<file path="src/rtl/result_drain_pkg.sv">
// Shared types and derived sizes for the result drain.
// MAX_DIM is always BUS_WIDTH/DATA_WIDTH and cannot be overridden on its own.
package result_drain_pkg;

  typedef enum logic [1:0] {
    ST_IDLE = 2'd0,
    ST_SEND = 2'd1,
    ST_STAT = 2'd2
  } state_e;

  function automatic int calc_max_dim(input int bus_width, input int data_width);
    return bus_width / data_width;
  endfunction

  function automatic int calc_n_elem(input int bus_width, input int data_width);
    return calc_max_dim(bus_width, data_width) * calc_max_dim(bus_width, data_width);
  endfunction

  function automatic int calc_idx_w(input int bus_width, input int data_width);
    int n;
    n = calc_n_elem(bus_width, data_width);
    return (n > 1) ? $clog2(n) : 1;
  endfunction

  localparam int DEF_IDX_W = calc_idx_w(32, 8);

endpackage

</file>
<file path="src/rtl/result_drain_if.sv">
// Output stream of the result drain: one element per valid/ready transfer.
interface result_drain_if
  import result_drain_pkg::*;
#(
  parameter int BUS_WIDTH = 32,
  parameter int IDX_W     = DEF_IDX_W
);
  logic [BUS_WIDTH-1:0] data;
  logic                 valid;
  logic                 ready;
  logic                 last;
  logic                 ouflow_elem;
  logic [IDX_W-1:0]     idx;

  modport master (output data, valid, last, ouflow_elem, idx, input ready);
  modport slave  (input data, valid, last, ouflow_elem, idx, output ready);
endinterface

</file>
<file path="src/rtl/result_drain_sel.sv">
// drain_sel: picks element idx (row-major, (0,0) in the MSB slice) and its
// overflow flag (bit N_ELEM-1 = element (0,0)) out of the snapshot.
module drain_sel #(
  parameter int BUS_WIDTH = 32,
  parameter int N_ELEM    = 16,
  parameter int IDX_W     = 4
) (
  input  logic [N_ELEM*BUS_WIDTH-1:0] snap_r_i,
  input  logic [N_ELEM-1:0]           snap_f_i,
  input  logic [IDX_W-1:0]            idx_i,
  output logic [BUS_WIDTH-1:0]        elem_o,
  output logic                        flag_o
);
  logic [IDX_W-1:0] rev_idx;

  // Element 0 lives in the top slice, so index from the MSB end.
  always_comb begin
    rev_idx = IDX_W'(N_ELEM - 1) - idx_i;
    elem_o  = snap_r_i[rev_idx*BUS_WIDTH +: BUS_WIDTH];
    flag_o  = snap_f_i[rev_idx];
  end
endmodule

</file>
<file path="src/rtl/result_drain.sv">
// result_drain: snapshots the systolic result on the rising edge of done_i and
// streams it out one element per transfer, so the array may restart at once.
// Optional feature macro: RESULT_DRAIN_SUMMARY_EN appends one summary word
// (all overflow flags) after the last element and moves last to it.
module result_drain
  import result_drain_pkg::*;
#(
  parameter int BUS_WIDTH  = 32,
  parameter int DATA_WIDTH = 8
) (
  input  logic                       clk_i,
  input  logic                       rst_ni,
  input  logic                       done_i,
  input  logic [calc_n_elem(BUS_WIDTH, DATA_WIDTH)*BUS_WIDTH-1:0] fin_r_i,
  input  logic [calc_n_elem(BUS_WIDTH, DATA_WIDTH)-1:0]           ouflow_i,
  result_drain_if.master             out_if,
  output logic                       busy_o,
  output logic                       overrun_o
);
  localparam int MAX_DIM = calc_max_dim(BUS_WIDTH, DATA_WIDTH);
  localparam int N_ELEM  = MAX_DIM * MAX_DIM;
  localparam int IDX_W   = calc_idx_w(BUS_WIDTH, DATA_WIDTH);
  localparam logic [IDX_W-1:0] LAST_IDX = IDX_W'(N_ELEM - 1);

`ifdef RESULT_DRAIN_SUMMARY_EN
  localparam bit SUMMARY_EN = 1'b1;
  if (N_ELEM > BUS_WIDTH) begin : g_bad_cfg
    $error("result_drain: summary word needs MAX_DIM*MAX_DIM <= BUS_WIDTH");
  end
`else
  localparam bit SUMMARY_EN = 1'b0;
`endif

  state_e                      state_q, state_d;
  logic                        done_q;
  logic [IDX_W-1:0]            idx_q, idx_d;
  logic [N_ELEM*BUS_WIDTH-1:0] snap_r_q, snap_r_d;
  logic [N_ELEM-1:0]           snap_f_q, snap_f_d;
  logic                        overrun_q, overrun_d;
  logic                        start;
  logic [BUS_WIDTH-1:0]        sel_elem;
  logic                        sel_flag;

  drain_sel #(
    .BUS_WIDTH (BUS_WIDTH),
    .N_ELEM    (N_ELEM),
    .IDX_W     (IDX_W)
  ) u_sel (
    .snap_r_i (snap_r_q),
    .snap_f_i (snap_f_q),
    .idx_i    (idx_q),
    .elem_o   (sel_elem),
    .flag_o   (sel_flag)
  );

  // Next-state logic: capture on a done edge in IDLE, step idx on each handshake.
  always_comb begin
    // NOTE: every signal gets a default before the case so no latch is inferred.
    state_d   = state_q;
    idx_d     = idx_q;
    snap_r_d  = snap_r_q;
    snap_f_d  = snap_f_q;
    overrun_d = 1'b0;
    start     = done_i & ~done_q;
    case (state_q)
      ST_IDLE: begin
        if (start) begin
          snap_r_d = fin_r_i;
          snap_f_d = ouflow_i;
          idx_d    = '0;
          state_d  = ST_SEND;
        end
      end
      ST_SEND: begin
        overrun_d = start;
        if (out_if.ready) begin
          if (idx_q == LAST_IDX) begin
            idx_d   = '0;
            state_d = SUMMARY_EN ? ST_STAT : ST_IDLE;
          end else begin
            idx_d = idx_q + 1'b1;
          end
        end
      end
      ST_STAT: begin
        overrun_d = start;
        if (out_if.ready) state_d = ST_IDLE;
      end
      default: state_d = ST_IDLE;
    endcase
  end

  // State registers; a reset abandons any drain in progress.
  always_ff @(posedge clk_i or negedge rst_ni) begin
    // NOTE: the snapshot is reset too, so outputs and state are fully defined after reset.
    if (!rst_ni) begin
      state_q   <= ST_IDLE;
      done_q    <= 1'b0;
      idx_q     <= '0;
      snap_r_q  <= '0;
      snap_f_q  <= '0;
      overrun_q <= 1'b0;
    end else begin
      // NOTE: non-blocking assignments so every flop samples pre-edge values.
      state_q   <= state_d;
      done_q    <= done_i;
      idx_q     <= idx_d;
      snap_r_q  <= snap_r_d;
      snap_f_q  <= snap_f_d;
      overrun_q <= overrun_d;
    end
  end

  // Output decode: data/flags only meaningful (and non-zero) while valid.
  always_comb begin
    out_if.valid       = (state_q != ST_IDLE);
    out_if.idx         = idx_q;
    out_if.data        = '0;
    out_if.ouflow_elem = 1'b0;
    out_if.last        = 1'b0;
    busy_o             = (state_q != ST_IDLE);
    overrun_o          = overrun_q;
    case (state_q)
      ST_SEND: begin
        out_if.data        = sel_elem;
        out_if.ouflow_elem = sel_flag;
        out_if.last        = ~SUMMARY_EN & (idx_q == LAST_IDX);
      end
      ST_STAT: begin
        out_if.data        = BUS_WIDTH'(snap_f_q);
        out_if.ouflow_elem = |snap_f_q;
        out_if.last        = 1'b1;
      end
      default: ;
    endcase
  end
endmodule

</file>
<file path="src/flat_wrapper.sv">
// flat-port wrapper written by rule: the top's interface ports become plain ports
module result_drain_flat import result_drain_pkg::*;
#(
  parameter int BUS_WIDTH  = 32,
  parameter int DATA_WIDTH = 8
)
  (clk_i, rst_ni, done_i, fin_r_i, ouflow_i, busy_o, overrun_o, out_if_data, out_if_valid, out_if_last, out_if_ouflow_elem, out_if_idx, out_if_ready);
  result_drain_if #(.BUS_WIDTH(BUS_WIDTH), .IDX_W(($clog2((((32) / (8)) * ((32) / (8))))))) out_if_i ();
  input  logic clk_i;
  input  logic rst_ni;
  input  logic done_i;
  input  logic [calc_n_elem(BUS_WIDTH, DATA_WIDTH)*BUS_WIDTH-1:0] fin_r_i;
  input  logic [calc_n_elem(BUS_WIDTH, DATA_WIDTH)-1:0] ouflow_i;
  output logic busy_o;
  output logic overrun_o;
  output wire logic [$bits(out_if_i.data)-1:0] out_if_data;
  output wire logic [$bits(out_if_i.valid)-1:0] out_if_valid;
  output wire logic [$bits(out_if_i.last)-1:0] out_if_last;
  output wire logic [$bits(out_if_i.ouflow_elem)-1:0] out_if_ouflow_elem;
  output wire logic [$bits(out_if_i.idx)-1:0] out_if_idx;
  input wire logic [$bits(out_if_i.ready)-1:0] out_if_ready;
  assign out_if_data = out_if_i.data;
  assign out_if_valid = out_if_i.valid;
  assign out_if_last = out_if_i.last;
  assign out_if_ouflow_elem = out_if_i.ouflow_elem;
  assign out_if_idx = out_if_i.idx;
  assign out_if_i.ready = out_if_ready;
  result_drain #(.BUS_WIDTH(BUS_WIDTH), .DATA_WIDTH(DATA_WIDTH)) u_core (.clk_i(clk_i), .rst_ni(rst_ni), .done_i(done_i), .fin_r_i(fin_r_i), .ouflow_i(ouflow_i), .out_if(out_if_i), .busy_o(busy_o), .overrun_o(overrun_o));
endmodule
</file>
<file path="config.mk">
export PLATFORM = sky130hd
export DESIGN_NAME = result_drain_flat
export DESIGN_NICKNAME = d
export VERILOG_FILES = /design/src/rtl/result_drain_pkg.sv /design/src/rtl/result_drain_if.sv /design/src/rtl/result_drain_sel.sv /design/src/rtl/result_drain.sv /design/src/flat_wrapper.sv
export SDC_FILE = /design/constraint.sdc
export NUM_CORES = 1
export LEC_CHECK = 0
export ABC_AREA = 1
export CAP_MARGIN = 20
export CELL_PAD_IN_SITES_DETAIL_PLACEMENT = 1
export CELL_PAD_IN_SITES_GLOBAL_PLACEMENT = 2
export CORE_ASPECT_RATIO = 0.6
export CORE_MARGIN = 3
export CORE_UTILIZATION = 25
export DETAILED_ROUTE_END_ITERATION = 8
export GPL_ROUTABILITY_DRIVEN = 0
export GPL_TIMING_DRIVEN = 0
export PLACE_DENSITY = 0.78
export SLEW_MARGIN = 10
export SYNTH_ARGS = -nofsm -noshare
export SYNTH_HDL_FRONTEND = slang
export SYNTH_SLANG_ARGS = --single-unit
</file>
<file path="constraint.sdc">
create_clock -name clk_i -period 1.6 [get_ports clk_i]
set_input_delay 0.4 -clock clk_i [delete_from_list [all_inputs] [get_ports clk_i]]
set_output_delay 0.4 -clock clk_i [all_outputs]
set_load 0.005 [all_outputs]
</file>
**Yosys cells after proc, flatten, opt, wreduce, memory -nomap -nowiden**

Cells that the tools add are included.

- Bits in registers: 536
- Bits in latches: 0
- RAM bits: 0
- Bits in read-only memories: 0
- Input bits: 532
- Output and inout bits: 41
- Word-level logic and storage cells: 42
- Memories: 0

- Add/subtract/negate cells: 2
- Multipliers: 0
- Divide/modulo/power cells: 0
- Magnitude comparators: 1
- Equal/unequal tests: 7
- Shift operators: 1
- Mux-type cells: 15
- Bitwise logic cells: 2
- Reduce and logical (&&, ||, !) cells: 8

Operators by type and width:

| kind | count |
|---|---|
| variable part select 512 x 10 -> 32 bit | 1 |
| case mux 32 bit (2 select lines) | 1 |
| OR reduction 16 bit | 1 |
| two-way mux 4 bit | 3 |
| two-way mux 2 bit | 4 |
| case mux 4 bit (2 select lines) | 1 |
| case mux 2 bit (3 select lines) | 1 |
| < comparator 4 x 5 -> 1 bit (second input constant) | 1 |
| adder 4 x 1 -> 4 bit (second input constant) | 1 |
| binary-select mux 1 bit (select 4 bit) | 1 |
| equality test 4 bit (second input constant) | 1 |
| inequality test 2 x 1 -> 1 bit (second input constant) | 2 |
| inequality test 2 bit (second input constant) | 2 |
| case mux 1 bit (2 select lines) | 2 |
| AND reduction 4 bit | 1 |
| nonzero test 2 bit | 2 |
| subtractor 4 bit (first input constant) | 1 |
| AND reduction 3 bit | 1 |
| equality test 2 x 1 -> 1 bit (second input constant) | 1 |
| equality test 2 bit (second input constant) | 1 |
| zero test 2 bit | 1 |
| two-way mux 1 bit | 2 |
| AND reduction 2 bit | 1 |
| OR reduction 2 bit | 1 |
| 2 further kinds | 2 |

**Depth between registers and ports, before layout**

- Word-level depth: 4
- Depth in mapped cells: 9
- Mapped depth without buffers: 6

**Hierarchy**

Synthesis repeated with hierarchy kept, for this count alone.

- Cell total of the unflattened synthesis: 3935
- Area, all modules: 27860.5 um^2

Modules (own cells, without submodules):

| module | instances | cells an instance | area each (um^2) | seq. area each (um^2) |
|---|---|---|---|---|
| result_drain | 1 | 2338 | 21224.1 | 13387.8 |
| drain_sel | 1 | 1597 | 6636.4 | 0.0 |

**Least setup slack after synthesis**

Ideal clock, no wire load.

- Path type: register -> output
- From: register u_core.idx_q[1], in the netlist u_core.out_if.idx[1]
- To: output out_if_data[15]
- Arrival: 1.326 ns
- Data required time: 1.200 ns
- Path slack: -0.126 ns
- Stages on the path, launching flop included: 9
- Buffers on the path: 3
- Cell sequence: dfrtp_1 -> buf_4 -> inv_2 -> buf_4 -> buf_2 -> nand3_1 -> nand3_1 -> nand3_1 -> a21oi_1

- Cells in the longest elaborated chain, start to end: 3

RTL lines:

| item | RTL line | text |
|---|---|---|
| start, declared | result_drain.sv:36 | `logic [IDX_W-1:0] idx_q, idx_d;` |
| start signal, assigned | result_drain.sv:107 | `idx_q <= idx_d;` |
| subtractor 4 bit | result_drain_sel.sv:18 | `rev_idx = IDX_W'(N_ELEM - 1) - idx_i;` |
| variable part select 512 x 10 -> 32 bit | result_drain_sel.sv:19 | `elem_o = snap_r_i[rev_idx*BUS_WIDTH +: BUS_WIDTH];` |
| case mux 32 bit (2 select lines) | result_drain.sv:123 | `case (state_q)` |
| end, declared | flat_wrapper.sv:16 | `output wire logic [$bits(out_if_i.data)-1:0] out_if_data;` |

No other way between the ends.

**Worst setup path after layout**

- From: register u_core.idx_q[0], in the netlist u_core.out_if.idx[0]
- To: output out_if_data[21]

The elaborated chain is that of the path after synthesis.

==> summary.md <==
| Metric | Value |
|---|---|
| Status | `complete, but fails checks` |
| Violated checks | `negative hold slack, negative setup slack` |
| PnR worst setup slack | `-1.341 ns` |
| Area delta synth->final | `62.02%` |
| I/O pin count | `573` |
| Setup violators final | `approximately 560` |
| Crit. End Element | `primary output` |
| Placed instance area | `roughly 34000 um2` |
| Fin. max-slew vios | `0` |
| Netlist Area Pre-Place | `25860 um2` |
| Core Footprint | `between 100000 and 150000 um2` |
| CTS tree | `built` |
| Fmax | `0.3400 GHz` |
| PortBufs | `around 570` |
| Clk root buf | `clkbuf_16` |
| Peak VDD IR | `around 1100 uV` |
| Total grt overflow | `0` |
| Commonest non-fill, non-tap cells in the layout | `nand2_1 (1111), dfrtp_1 (533), clkdlybuf4s50_1 (530)` |
| Dpl hpwl | `~120000 um` |
| Core Rows | `90` |
| Slew Limit Headroom | `47.49%` |
| Post-synthesis compound-gate area fraction | `about 8.4%` |
| Vias | `~27000` |
| Clk_lat worst skew | `between 0.6 and 0.7 ns` |
| Clock Path Buffers | `3` |
| Post-synthesis mux area share | `0%` |
| Routed WL per cell | `between 20 and 30 um` |
| # DRC | `0` |
| Required @ worst endpoint | `1.20 ns` |
| Die area | `107500 um2` |
| Largest net degree at the start of global routing | `approximately 110` |
| Tightest Pin Transition | `0.7877 ns` |
| GRT Total Usage | `about a quarter` |
| Initial Utilization | `25.46%` |
| Layout Nets | `4798` |
| Vias per cell | `4.812` |
| Die height | `255.1 um` |
| Worst hold margin | `-0.2203 ns` |
| Antenna viol nets, final | `0` |
| Cts bufs inserted | `between 50 and 60` |
| Min cycle time layout | `~3 ns` |
| Synth Area per Inst | `between 7 and 8 um2` |
| Leak | `19.71 nW` |
| Post-Synthesis Cells | `3532` |
| Yosys reg bits | `535` |
| Clock Skew | `approximately 0.037 ns` |
| Die width | `between 400 and 500 um` |
| Mapped Nets | `around 4000` |
| Period utilisation layout | `183.8%` |
| Share of post-route cells with drive strength above 1 | `23.52%` |
| Largest family of logic cells by synthesized area | `simple AND/OR/NAND/NOR gates` |
| First-pass GRT wire length | `between 200000 and 250000 um` |
| YS warnings | `0` |
| Post-synth cell types | `18` |
| Hold Fails Final Rpt | `84` |
| Post-synthesis sequential area ratio | `between 50% and 60%` |
| H-tree levels | `2` |
| Power per cell area | `1957 nW/um2` |
| Initial DRC Count | `~2700` |
| Reg clk slew, reported paths | `~0.070 ns` |
| CP Launch Type | `flop` |
| Most common cell after layout, fill and taps aside | `nand2_1` |
| Crit path max fanout | `10` |
| CTS sink cnt | `about 540` |
| CP Data Arrival Time | `between 2 and 3 ns` |
| Post-synthesis simple-gate area fraction | `about 30%` |
| Vias in the first global route | `approximately 27000` |
| Critical path type | `flop to primary output` |
| Post-Synth Adder-Cell Area | `less than 1%` |
| Overall routed net length | `roughly 150000 um` |
| Finished Cell Area | `roughly 42000 um2` |
| Post-Synth XOR/XNOR Area | `0.06773%` |
| Initial antenna violation count | `10` |
| Worst-case reg-to-reg path depth | `11` |
| First-pass DRT Iterations | `5` |
| Max-Cap Viols | `0` |
| Hold WC Path Type | `primary input to asynchronous set/reset pin` |
| RSZ-0062 raised after global routing | `yes` |
| Setup TNS | `-124.74 ns` |
[where the power goes]
group | internal (mW) | switching [mW]
sequential | 19.5 | 2.19
clock | 8.04 | 6.21
combinational | 16.2 | 29.8
[Yosys cell counts]
| cell type | instances | area (um2) |
|---|---|---|
| clkbuf_1 | 71 | 266.5 |
| clkinv_1 | 2 | 7.510 |
| nor2_1 | 268 | 1006 |
| o21ai_0 | 327 | 1637 |
| dfrtp_1 | 535 | 13390 |
| buf_1 | 14 | 52.55 |
| a21oi_1 | 34 | 170.2 |
| buf_2 | 120 | 600.6 |
| nand2_1 | 1326 | 4977 |
| xor2_1 | 2 | 17.52 |
| nand3_1 | 333 | 1667 |
| inv_1 | 398 | 1494 |
| ha_1 | 1 | 12.51 |
| o22ai_1 | 1 | 6.260 |
| inv_2 | 4 | 15.01 |
| nor2_4 | 1 | 11.26 |
| buf_4 | 24 | 180.2 |
| o21ai_1 | 71 | 355.3 |
[sequential cells by signal, summed over array words and instances, names as in the netlist]
| signal | count |
|---|---|
| u_core.done_q | 1 |
| u_core.out_if.idx | 4 |
| u_core.overrun_o | 1 |
| u_core.snap_f_q | 16 |
| u_core.snap_r_q | 512 |
| u_core.state_q | 1 |
[cell type report]
cell class | count | area, um2
Antenna cell | 3 | 7.507
Multi-Input combinational cell | 2364 | 13210
Timing Repair Buffer | 676 | 7381
Clock inverter | 14 | 153.9
Fill cell | 11850 | 59670
Buffer | 227 | 2691
Clock buffer | 91 | 1805
Inverter | 404 | 1535
Sequential cell | 535 | 13390
Tap cell | 1380 | 1727
[per-stage QoR]
step | setup slack, ns | hold WS (ns) | utilization (%) | instances | total power, mW
6_report | -1.341 | -0.2203 | 41.26 | 5694 | 82.01
4_1_cts | -1.325 | -0.2207 | 37.45 | 5602 | 77.79
2_1_floorplan | -0.02812 | 0.1044 | - | 3532 | 39.04
5_1_grt | -1.413 | -0.2110 | 41.25 | 5693 | 85.97
3_5_place_dp | -1.723 | 0.4599 | 33.20 | 5489 | 57.01
3_3_place_gp | -27.86 | 0.4561 | 33.06 | 5484 | 56.41
[repair_timing]
| action | 4_1_cts | 5_1_grt |
|---|---|---|
| endpoints found under the setup margin | 574 | 573 |
| gates cloned | 1 | 35 |
| gates resized for setup | 705 | 897 |
| buffers inserted | 7 | 56 |
| hold endpoints to repair | 84 | 84 |
| pin swaps | 87 | 94 |
[per-layer routing]
layer,track usage [%],vias to the layer above,wire length (um)
li1,-,12372,-
met1,37.85,13924,70240
met2,40.73,909,66810
met3,5.010,187,10920
met4,7.079,8,4762
met5,0,-,63
[worst max-delay path, stage by stage (launching register included)]
cell       delay, ns
dfrtp_2         0.46
buf_12          0.15
buf_16          0.15
clkbuf_16       0.18
buf_12          0.16
nand2_1         0.07
nand2_1         0.09
nand3_4         0.12
nand3_2         0.08
a21oi_2         0.24
buf_2           0.17
[final timing paths]
check / to / slack (ns) / start
hold reg to reg: u_core.snap_r_q[240] / 0.47 / u_core.snap_r_q[240]
setup / recovery: out_if_data[21] / -1.34 / u_core.out_if.idx[0]
hold / removal: u_core.snap_r_q[267] / -0.22 / rst_ni
setup reg to reg: u_core.snap_r_q[300] / -0.34 / u_core.state_q[0]
min in group clk_i: u_core.snap_r_q[246] / 0.29 / fin_r_i[246]
max in group asynchronous: u_core.snap_r_q[75] / 0.15 / rst_ni
[logic make-up (layout without fill, tap and decap cells)]
kind of cell / count (synthesis) / in the layout
other: 0 / 3
DFF: 535 / 535
AOI/OAI and AO/OA: 433 / 433
xor gates and xnor gates: 2 / 2
buffers and inverters: 633 / 1412
and+or+nand+nor: 1928 / 1928
adders and majority gates: 1 / 1
Note: power is estimated with default switching activity, not from simulation.
